<file path="config.mk">
export PLATFORM = sky130hd
export DESIGN_NAME = control_unit_flat
export DESIGN_NICKNAME = d
export VERILOG_FILES = /design/src/rtl/control_unit_if.sv /design/src/rtl/control_unit.sv /design/src/flat_wrapper.sv
export SDC_FILE = /design/constraint.sdc
export NUM_CORES = 1
export LEC_CHECK = 0
export CORE_UTILIZATION = 58
export CTS_CLUSTER_SIZE = 14
export DETAILED_ROUTE_END_ITERATION = 8
export PLACE_DENSITY = 0.95
export SLEW_MARGIN = 30
export SYNTH_ARGS = -nofsm -noshare
export SYNTH_HDL_FRONTEND = slang
export SYNTH_SLANG_ARGS = --single-unit
export TNS_END_PERCENT = 5
</file>
<file path="constraint.sdc">
create_clock -name clk -period 3.8 [get_ports clk]
set_input_delay 0.95 -clock clk [delete_from_list [all_inputs] [get_ports clk]]
set_output_delay 0.95 -clock clk [all_outputs]
set_load 0.1 [all_outputs]
</file>
<file path="src/rtl/control_unit_if.sv">
// Bus bundle between the control unit and its instruction memory,
// ALU and register write-back observers.
interface control_unit_if;
    logic [7:0] imem_addr;
    logic [7:0] imem_data;
    logic [7:0] alu_a;
    logic [7:0] alu_b;
    logic [2:0] alu_op;
    logic [7:0] alu_result;
    logic       wb_valid;
    logic [1:0] wb_addr;
    logic [7:0] wb_data;
    logic       halted;

    modport master (
        output imem_addr,
        input  imem_data,
        output alu_a,
        output alu_b,
        output alu_op,
        input  alu_result,
        output wb_valid,
        output wb_addr,
        output wb_data,
        output halted
    );

    modport slave (
        input  imem_addr,
        output imem_data,
        input  alu_a,
        input  alu_b,
        input  alu_op,
        output alu_result,
        input  wb_valid,
        input  wb_addr,
        input  wb_data,
        input  halted
    );
endinterface

</file>
<file path="src/rtl/control_unit.sv">
// Fetch/decode/execute sequencer for the 8-bit core: drives the ALU
// from a small register file and handles LDI, JMP and HALT.
module control_unit #(
    parameter int         NREG   = 4,
    parameter logic [7:0] RST_PC = 8'h00
) (
    input logic clk,
    input logic rst,
    control_unit_if.master bus
);
    typedef enum logic [2:0] {
        S_FETCH,
        S_DECODE,
        S_EXECUTE,
        S_WRITEBACK,
        S_IMM,
        S_HALT
    } state_e;

    localparam logic [2:0] OP_LDI   = 3'b101;
    localparam logic [2:0] OP_JMP   = 3'b110;
    localparam logic [2:0] OP_HALT  = 3'b111;
    localparam logic [2:0] ALU_IDLE = 3'b111;

    state_e     state_q, state_d;
    logic [7:0] pc_q, pc_d;
    logic [7:0] ir_q, ir_d;
    logic [7:0] res_q, res_d;
    logic [7:0] regs_q [NREG];
    logic [7:0] regs_d [NREG];
    logic [7:0] alu_a_q, alu_a_d;
    logic [7:0] alu_b_q, alu_b_d;
    logic [2:0] alu_op_q, alu_op_d;
    logic       wb_valid_q, wb_valid_d;
    logic [1:0] wb_addr_q, wb_addr_d;
    logic [7:0] wb_data_q, wb_data_d;
    logic       halted_q, halted_d;

    logic [2:0] op;
    logic [1:0] rd;
    logic [1:0] rs;
    logic       unused_ir;

    assign op        = ir_q[7:5];
    assign rd        = ir_q[4:3];
    assign rs        = ir_q[2:1];
    assign unused_ir = ir_q[0];

    always_comb begin
        state_d    = state_q;
        pc_d       = pc_q;
        ir_d       = ir_q;
        res_d      = res_q;
        regs_d     = regs_q;
        alu_a_d    = alu_a_q;
        alu_b_d    = alu_b_q;
        alu_op_d   = ALU_IDLE;
        wb_valid_d = 1'b0;
        wb_addr_d  = wb_addr_q;
        wb_data_d  = wb_data_q;
        halted_d   = halted_q;
        unique case (state_q)
            S_FETCH: begin
                ir_d    = bus.imem_data;
                pc_d    = pc_q + 8'd1;
                state_d = S_DECODE;
            end
            S_DECODE: begin
                unique case (1'b1)
                    (op <= 3'd4): begin
                        alu_a_d  = regs_q[rd];
                        alu_b_d  = regs_q[rs];
                        alu_op_d = op;
                        state_d  = S_EXECUTE;
                    end
                    (op == OP_LDI || op == OP_JMP): begin
                        state_d = S_IMM;
                    end
                    (op == OP_HALT): begin
                        halted_d = 1'b1;
                        state_d  = S_HALT;
                    end
                endcase
            end
            S_EXECUTE: begin
                res_d   = bus.alu_result;
                state_d = S_WRITEBACK;
            end
            S_WRITEBACK: begin
                regs_d[rd] = res_q;
                wb_valid_d = 1'b1;
                wb_addr_d  = rd;
                wb_data_d  = res_q;
                state_d    = S_FETCH;
            end
            S_IMM: begin
                // the immediate byte sits at pc, which may have wrapped to 0
                if (op == OP_LDI) begin
                    regs_d[rd] = bus.imem_data;
                    wb_valid_d = 1'b1;
                    wb_addr_d  = rd;
                    wb_data_d  = bus.imem_data;
                    pc_d       = pc_q + 8'd1;
                end else begin
                    pc_d = bus.imem_data;
                end
                state_d = S_FETCH;
            end
            S_HALT: begin
                state_d = S_HALT;
            end
            default: begin
                state_d = S_FETCH;
            end
        endcase
    end

    always_ff @(posedge clk) begin
        if (rst) begin
            state_q    <= S_FETCH;
            pc_q       <= RST_PC;
            ir_q       <= '0;
            res_q      <= '0;
            for (int i = 0; i < NREG; i++) begin
                regs_q[i] <= '0;
            end
            alu_a_q    <= '0;
            alu_b_q    <= '0;
            alu_op_q   <= ALU_IDLE;
            wb_valid_q <= 1'b0;
            wb_addr_q  <= '0;
            wb_data_q  <= '0;
            halted_q   <= 1'b0;
        end else begin
            state_q    <= state_d;
            pc_q       <= pc_d;
            ir_q       <= ir_d;
            res_q      <= res_d;
            regs_q     <= regs_d;
            alu_a_q    <= alu_a_d;
            alu_b_q    <= alu_b_d;
            alu_op_q   <= alu_op_d;
            wb_valid_q <= wb_valid_d;
            wb_addr_q  <= wb_addr_d;
            wb_data_q  <= wb_data_d;
            halted_q   <= halted_d;
        end
    end

    assign bus.imem_addr = pc_q;
    assign bus.alu_a     = alu_a_q;
    assign bus.alu_b     = alu_b_q;
    assign bus.alu_op    = alu_op_q;
    assign bus.wb_valid  = wb_valid_q;
    assign bus.wb_addr   = wb_addr_q;
    assign bus.wb_data   = wb_data_q;
    assign bus.halted    = halted_q;
endmodule

</file>
<file path="src/flat_wrapper.sv">
// flat-port wrapper written by rule: the top's interface ports become plain ports
module control_unit_flat 
#(
    parameter int         NREG   = 4,
    parameter logic [7:0] RST_PC = 8'h00
)
  (clk, rst, bus_imem_addr, bus_imem_data, bus_alu_a, bus_alu_b, bus_alu_op, bus_alu_result, bus_wb_valid, bus_wb_addr, bus_wb_data, bus_halted);
  control_unit_if bus_i ();
  input logic clk;
  input logic rst;
  output wire logic [$bits(bus_i.imem_addr)-1:0] bus_imem_addr;
  input wire logic [$bits(bus_i.imem_data)-1:0] bus_imem_data;
  output wire logic [$bits(bus_i.alu_a)-1:0] bus_alu_a;
  output wire logic [$bits(bus_i.alu_b)-1:0] bus_alu_b;
  output wire logic [$bits(bus_i.alu_op)-1:0] bus_alu_op;
  input wire logic [$bits(bus_i.alu_result)-1:0] bus_alu_result;
  output wire logic [$bits(bus_i.wb_valid)-1:0] bus_wb_valid;
  output wire logic [$bits(bus_i.wb_addr)-1:0] bus_wb_addr;
  output wire logic [$bits(bus_i.wb_data)-1:0] bus_wb_data;
  output wire logic [$bits(bus_i.halted)-1:0] bus_halted;
  assign bus_imem_addr = bus_i.imem_addr;
  assign bus_i.imem_data = bus_imem_data;
  assign bus_alu_a = bus_i.alu_a;
  assign bus_alu_b = bus_i.alu_b;
  assign bus_alu_op = bus_i.alu_op;
  assign bus_i.alu_result = bus_alu_result;
  assign bus_wb_valid = bus_i.wb_valid;
  assign bus_wb_addr = bus_i.wb_addr;
  assign bus_wb_data = bus_i.wb_data;
  assign bus_halted = bus_i.halted;
  control_unit #(.NREG(NREG), .RST_PC(RST_PC)) u_core (.clk(clk), .rst(rst), .bus(bus_i));
endmodule
</file>
==> results.txt, run 1 <==
The leftover overflow at the end of global routing is 0. The count of cell types in the netlist came out at 48. The transition time of the tightest slew-check pin is between 1 and 1.5 ns.

Setup repair after global routing left no endpoint under its margin. The storage element area came out at ~0.0018 mm^2. The cell area after synthesis came out at 0.00401 mm^2. The initial antenna violation count is 0.

The final-report hold violation count came out at 0. The final layout contains approximately 460 nets. The wire length per cell after detailed routing is between 15 and 20 um. The leakage power is 1.70 nW.

Of the cells placed in the final design, the portion with a size suffix greater than 1 is 0.142. From bottom edge to top edge, the die measures 85.1 um. The cts-stage hold buffer count is 0. For this run, the number of Yosys warnings is 0. The delay contributed by the slowest stage of the critical path is 1.19 ns. The share of the Yosys chip area taken by registers is 0.445.

Along the worst path, the maximum fanout reaches 6. Of all flip-flops after synthesis, the portion carrying an async set or reset was 0. Synthesis inferred 89 register bits. The endpoint arrival time on the critical path is 2.02 ns.

The filler cells instantiated in the layout total 424. The final instance count without filler cells came out at 527. The residual antenna-violating net count after detailed routing came out at 0. The H-tree was split into 3 levels. Across the routed clock network, the largest skew measured is ~0.012 ns. STA classifies the critical path startpoint as a flip-flop. The area added between synthesis and finish is 20.6%. The via count of the first global-routing pass came out at 3346. The minimum setup slack among reg-to-reg paths came out at approximately 1.2 ns. The origin of the worst min-delay path is u_core.bus.alu_a[2]$_SDFFE_PP0P_. The placer congestion estimate is 0.902. The clock sink total is about 90.

The final sum of negative setup slack came out at 0 ns. The number of cells on the worst reg-to-reg path is 4. After the first detailed-routing iteration, the DRC count stood at 328. The total of buffers placed on input and output ports is 56. The category of cells accounting for the largest share of critical-path delay is buffers and inverters. In this run the critical register-to-register path is captured at u_core.regs_q[30]$_SDFFE_PP0P_.

The number of instances in the synthesized netlist came out at 402. The run finished with clean final reports. The final max-slew violation count is 0. Of the available clock period, the critical path in the final layout requires 0.782. The maximum count of clock buffers along a single path came out at 2.

The via total after detailed routing is approximately 3400. The worst hold path terminates at u_core.bus.alu_a[2]$_SDFFE_PP0P_. The power density over the cells is 423 mW/mm^2.

The timing-limited maximum frequency is 337 MHz. STA classifies the critical path endpoint as an output pin. Measured on the finished design, the core utilization comes to 0.744. The worst hold path belongs to the class reg2reg.

The largest individual stage delay along the critical path comes from the cell sky130_fd_sc_hd__clkdlybuf4s50_1. Clock tree synthesis selected as its root buffer the cell sky130_fd_sc_hd__clkbuf_8. The sum of net half-perimeters after detailed placement is 6.78 mm.

In the synthesized netlist the dominant register cell turns out to be sky130_fd_sc_hd__dfxtp_1. The clock latency on the worst-skew pair is around 0.37 ns. In the post-synthesis netlist, the cell with the most instances is sky130_fd_sc_hd__dfxtp_1. The number of post-CTS setup repair buffers came out at 0. The DRC violations left came out at 0.

The clock transition time at the flip-flop clock pins of the worst setup and hold paths came out at approximately 0.090 ns. After layout, the worst setup slack is 0.830 ns. For this design the top-level I/O count stands at 57. The worst reg2reg path startpoint is u_core.state_q[2]$_SDFF_PP0_. Entering global routing, the biggest net connects 36 pins. The number of violations of the max-capacitance limit came out at 0. The die extent in x came out at 85.1 um. Once the clock tree was built, the resizer swapped 0 gates to a different size. sky130_fd_sc_hd__dfxtp_1 takes more of the synthesized area than any other cell. The required time of the critical path is 2.85 ns. By area the synthesized netlist is led by sky130_fd_sc_hd__dfxtp_1 (44%), sky130_fd_sc_hd__mux4_2 (9.0%), sky130_fd_sc_hd__o32ai_1 (5.2%). Setup violations remaining at the end of the flow were counted as 0.

The first global-routing pass estimated 16.4 mm of wire. The final critical path time including I/O delays and setup came out at around 3.0 ns. For this run, the total global-route usage over all layers was measured as 0.297.

For this configuration, the core starts out at a cell density of 0.617. The number of enable flip-flop cells after synthesis came out at 0. After synthesis, the most frequently instantiated cells are sky130_fd_sc_hd__dfxtp_1 (89), sky130_fd_sc_hd__nand2_1 (54), sky130_fd_sc_hd__a21oi_1 (35). When the netlist entered floorplanning its net count stood at 421. Headroom to the max-slew limit came out at 0.330. The average cell area after synthesis came out at about 10 um^2.

The maximum ir drop on the vdd rail came out at 0.230 mV. The number of core rows is 29. The critical path class is reg2out. The total instance count after detailed placement is around 510. The core region is 0.00649 mm^2.

The area taken by multi-input logic gates came out at 0.00207 mm^2. The routed wire length came out at 10.3 mm. The worst-case setup slack after placement came out at roughly 1.3 ns. The average vias per placed instance came out at around 6.5.

The repair_antennas step left the layout with diodes totalling 0. Walking the worst path, the cells encountered are clkdlybuf4s50_1. The fraction of post-synthesis cell area in the top cell type by area is 0.445. The number of optimization iterations in the first detailed-route pass came out at 7. TritonCTS built the clock tree.

The number of instances on the worst hold path is 2. The critical path buffer and inverter count came out at 1. The overall die area is roughly 0.0072 mm^2.

Counting the buffers created by CTS gives 9.
## placed cells by master (no fill, tap or decap), types with 2 or more instances in the layout
| cell | count |
|---|---|
| sky130_fd_sc_hd__dfxtp_1 | 89 |
| sky130_fd_sc_hd__clkdlybuf4s50_1 | 55 |
| sky130_fd_sc_hd__nand2_1 | 54 |
| sky130_fd_sc_hd__a21oi_1 | 35 |
| sky130_fd_sc_hd__nor2_1 | 25 |
| sky130_fd_sc_hd__o32ai_1 | 24 |
| sky130_fd_sc_hd__nand2b_1 | 21 |
| sky130_fd_sc_hd__mux4_2 | 16 |
| sky130_fd_sc_hd__mux2i_1 | 16 |
| sky130_fd_sc_hd__nor2b_1 | 14 |
| sky130_fd_sc_hd__mux2_2 | 14 |
| sky130_fd_sc_hd__clkbuf_8 | 10 |
| sky130_fd_sc_hd__inv_1 | 9 |
| sky130_fd_sc_hd__a211oi_1 | 8 |
| sky130_fd_sc_hd__o21ai_0 | 5 |
| sky130_fd_sc_hd__nand3_1 | 4 |
| sky130_fd_sc_hd__or3_1 | 3 |
| sky130_fd_sc_hd__mux2_1 | 3 |
| sky130_fd_sc_hd__bufinv_16 | 3 |
| sky130_fd_sc_hd__o21a_1 | 2 |
| sky130_fd_sc_hd__nor3_4 | 2 |
| sky130_fd_sc_hd__nor3_1 | 2 |
| sky130_fd_sc_hd__nor2_4 | 2 |
| sky130_fd_sc_hd__and3_1 | 2 |
| sky130_fd_sc_hd__a31oi_1 | 2 |
| sky130_fd_sc_hd__nand2_2 | 2 |
| sky130_fd_sc_hd__nor2_8 | 2 |
| sky130_fd_sc_hd__inv_6 | 2 |
| sky130_fd_sc_hd__buf_4 | 2 |
## metal layers
metal / wire length [um] / vias to the layer above / track usage
met5: 0 / - / 0
met4: 363 / 0 / 0.148
met1: 3990 / 1645 / 0.364
li1: - / 1539 / -
met2: 4990 / 199 / 0.489
met3: 957 / 40 / 0.0749
## cell families after synthesis
kind of cell / share of synthesized area
multiplexers: 0.178
AND/OR/NAND/NOR: 0.192
AO/OA/AOI/OAI: 0.142
flip-flops: 0.445
adder cells (fa/ha/maj): 0.00312
buffers and inverters: 0.0403
## layout make-up
| class | instances | area share |
|---|---|---|
| Clock inverter | 6 | 0.0233 |
| Sequential cell | 89 | 0.369 |
| Tap cell | 77 | 0.0199 |
| Multi-Input combinational cell | 277 | 0.429 |
| Timing Repair Buffer | 59 | 0.124 |
| Inverter | 9 | 0.00699 |
| Clock buffer | 10 | 0.0285 |
## worst register-to-register path, delay by kind of cell, from the launching register on
family	cells	cell delay [ns]
simple gates	2	1.03
flops	1	0.74
mux	1	0.39
compound gates	1	0.32
## where the power goes
part           internal (mW)  leakage [nW]  switching (mW)  total, mW
Combinational         0.0834         0.848           0.162      0.245
Sequential             0.954         0.721          0.0424      0.996
Clock                  0.458         0.127           0.345      0.803
## per-stage QoR
step	total power [mW]	hold slack, ns	area [um^2]
4_1_cts	2.04	0.458	4820
3_5_place_dp	1.25	0.445	4570
2_1_floorplan	1.19	0.454	4010
6_report	2.04	0.456	4830
5_1_grt	2.10	0.478	4830
3_3_place_gp	1.24	0.444	4540
## state kept, by name, summed over array words and instances (netlist names)
register and flops:
u_core.bus.wb_addr 2, u_core.bus.halted 1, u_core.bus.alu_a 8, u_core.bus.wb_data 8, u_core.bus.imem_addr 8, u_core.bus.alu_op 3, u_core.bus.alu_b 8, u_core.state_q 3
u_core.regs_q 32, u_core.res_q 8, u_core.bus.wb_valid 1, u_core.ir_q 7
## how the worst max path moves through the flow
stage,depth (start not counted),from,endpoint,slack (ns)
finish,1,u_core.bus.imem_addr[0]$_SDFFE_PP0P_,bus_imem_addr[0],0.83
CTS,1,u_core.bus.imem_addr[0]$_SDFFE_PP0P_,bus_imem_addr[0],0.85
floorplan,4,u_core.bus.imem_addr[0]$_SDFFE_PP0P_,u_core.bus.imem_addr[7]$_SDFFE_PP0P_,1.71
global placement,4,rst,u_core.regs_q[22]$_SDFFE_PP0P_,1.23
detailed placement,1,u_core.bus.imem_addr[0]$_SDFFE_PP0P_,bus_imem_addr[0],1.26
global route,1,u_core.bus.imem_addr[0]$_SDFFE_PP0P_,bus_imem_addr[0],0.81
Note: power is estimated with default switching activity, not from simulation.
==> run 2, diff against run 1 <==
Settings changed: CORE_UTILIZATION 58 to 49, PLACE_DENSITY 0.95 to 0.87.
Clock period 3.8 ns to 2.6 ns, I/O delays scaled along.
==> run 2 against run 1 <==
  * Register-to-register slack got worse by 0.80 ns
  * Clock power rose by 21%
  * Worst hold slack better by 0.0018 ns
  * Count of clock-buffer cells in the layout stayed put
  * Sequential share of layout area increased by 0.66 points
  * Clock skew is 0.0039 ns lower
  * Combinational power rose by 47%
  * Non-clock buffer count is 6 higher
  * Via count down 0.76%
  * Sequential power up 46%
  * Global-route usage is 5.6 points lower
==> results.txt, run 2 (same netlist as run 1, synthesis figures left out) <==
The total instance count after detailed placement came out at between 500 and 600. The initial antenna violation count is 0. Counting flops per register, the top entry is u_core.regs_q. The clock group share of total power is 0.349. The global-route wire length before repair came out at 16.1 mm. The via count of the first global-routing pass came out at 3196.

The required time of the critical path came out at around 2.9 ns. The critical path goes through or3b_1 -> mux2_2 -> nand2_1 -> o32ai_1. The starting density of the core is 0.513. The final-report hold violation count is 0. The placer congestion estimate came out at 0.859. The number of post-CTS setup repair buffers came out at 0.

The power density over the cells came out at 586 mW/mm^2. In this run the worst path has a maximum fanout of 16. The DRC violations left came out at 0. For this run, the total global-route usage over all layers was measured as 0.241. STA classifies the critical path endpoint as a flip-flop.

The clock sink total is 89. The sequential share of power came out at 0.521. For the pin with the worst max-slew slack, the measured transition is about 0.86 ns.

The total power after layout is between 2 and 3 mW. The CTS buffer count is 9. The cts-stage hold buffer count is 0. 0 antenna diodes ended up in the layout. The flow ran to the end, and the final reports show no timing, DRC or antenna violations.

The number of violations of the max-capacitance limit came out at 0. The first detailed-routing pass took 5 iterations. The quantity of gates resized following cts came out at 0.

The net count reported at finish is between 400 and 500. The net switching power came out at 790 uW. Of the total power, combinational logic draws 0.129.

STA classifies the critical path startpoint as a flip-flop. In the final layout, the share of cells above drive strength 1 is 0.237. The area added between synthesis and finish came out at 18.5%. The via total after detailed routing is 3397. The final sum of negative setup slack came out at 0 ns.

TritonCTS built the clock tree. The overall die area is 0.00854 mm^2. The final max-slew violation count came to 0. After the flow finishes, the layout carries non-filler instances totaling 558. The setup violation total in the final timing report came out at 0.

The timing-limited maximum frequency is 457 MHz. The most critical setup path has its startpoint at u_core.state_q[2]$_SDFF_PP0_. The sum of net half-perimeters after detailed placement is 6.71 mm. Row generation in the floorplan step produced 32 rows. The residual antenna-violating net count after detailed routing came out at 0.

Clock latency on the worst-skew pair, taken at its later pin, is roughly 0.36 ns. The total area inside the core boundary comes to 0.00781 mm^2. The library cell used most frequently in the layout, excluding fill and tap cells, is sky130_fd_sc_hd__dfxtp_1. Global routing finished with a remaining overflow of 0. After detailed routing, the average wire length per cell comes to 17.3 um. Among all stages on the critical path, the largest delay is contributed by sky130_fd_sc_hd__dfxtp_1.

The final worst slack is 0.413 ns. Setup repair after global routing left no endpoint under its margin. In this run the vertical extent of the chip is 92.4 um.

The clock period could shrink to ~2.2 ns. The die extent in x is 92.4 um. The internal cell power is 1.99 mW. Measured against its own limit, the worst slew margin works out to 0.424.

The starting DRC count in detailed routing is 269. The maximum number of pins on one net before global-route repair came out at 54. The routed wire length is roughly 9.7 mm. No sink is reached through more buffers than the 2 on the longest clock path. On the worst path, the slowest cell contributes a delay of around 0.67 ns.

IR analysis of the VDD net gives a maximum drop of 0.219 mV. The fill cell instance count of the final layout came out at 639. The clock transition time at the flip-flop clock pins of the worst setup and hold paths came out at 0.09 ns. Between clock sinks in the finished design, the worst skew comes to 0.00795 ns.

Dividing the final minimum period by the clock period gives 0.841. The worst reg2reg path startpoint is u_core.state_q[2]$_SDFF_PP0_. The average vias per placed instance came out at 6.09.

The origin of the worst min-delay path is u_core.bus.alu_b[0]$_SDFFE_PP0P_. In the layout the commonest cells are sky130_fd_sc_hd__dfxtp_1 (89), sky130_fd_sc_hd__nand2_1 (54), sky130_fd_sc_hd__buf_4 (47), sky130_fd_sc_hd__a21oi_1 (35), sky130_fd_sc_hd__nor2_1 (25). The CTS H-tree depth came out at 3. The class of the worst hold path is reg2reg. The number of top-level design ports came out at 57. The worst-case setup slack after placement came out at approximately 0.5 ns. The leakage power came out at around 1.8 nW. The endpoint arrival time on the critical path came out at 2.45 ns. Input and output buffers added on the ports amount to 56. The fraction of power spent switching nets is 0.284. The register with the most flip-flops in the layout has 32 of them. The worst setup path is of the reg2reg kind. The clock root buffer is sky130_fd_sc_hd__clkbuf_8.
[run 2: changes by cell type in the layout (fill, tap and decap cells not counted), sizes merged]
cell           change
clkinvlp           +1
clkinv             +1
bufinv             -2
buf               +45
clkdlybuf4s50     -39
[run 2: critical path: cells and delay by family (launching register included)]
kind / cells / cell delay, ns
flip-flops: 1 / 0.67
multiplexers: 1 / 0.32
AO/OA/AOI/OAI: 1 / 0.33
AND/OR/NAND/NOR: 2 / 0.76
[run 2: metal layers]
metal,wire (um),vias up,track usage
met3,681,30,0.0411
li1,-,1548,-
met2,4520,166,0.384
met4,257,0,0.0964
met5,0,-,0
met1,4200,1653,0.326
[run 2: worst paths after layout]
kind / slack (ns) / end / depth (start not counted)
setup / recovery: 0.41 / u_core.regs_q[11]$_SDFFE_PP0P_ / 4
setup reg to reg: 0.41 / u_core.regs_q[11]$_SDFFE_PP0P_ / 4
hold reg to reg: 0.46 / u_core.bus.alu_b[0]$_SDFFE_PP0P_ / 2
hold / removal: 0.46 / u_core.bus.alu_b[0]$_SDFFE_PP0P_ / 2
[run 2: final cells by class]
class                   instances  area (um^2)  share of cell area
multi-input cells             277         2060               0.434
flip-flops and latches         89         1780               0.375
clock buffers                  10          138              0.0290
repair buffers                 65          538               0.113
inverters                       9         33.8             0.00712
well taps                     102          128              0.0269
clock inverters                 6         65.1              0.0137
[run 2: power by group through the flow]
stage / Sequential (mW) / Clock, mW / Combinational, mW
6_report: 1.45 / 0.971 / 0.360
5_1_grt: 1.45 / 1.05 / 0.383
4_1_cts: 1.45 / 0.983 / 0.357
3_5_place_dp: 1.48 / 0 / 0.355
3_3_place_gp: 1.48 / 0 / 0.349
2_1_floorplan: 1.54 / 0 / 0.194
[run 2: stage by stage]
stage	hold WS (ns)	area, um^2	util
after CTS	0.462	4750	0.608
after global placement	0.443	4540	0.582
after detailed placement	0.450	4540	0.582
final	0.458	4750	0.608
after global routing	0.482	4750	0.608
after floorplan	0.454	4010	-
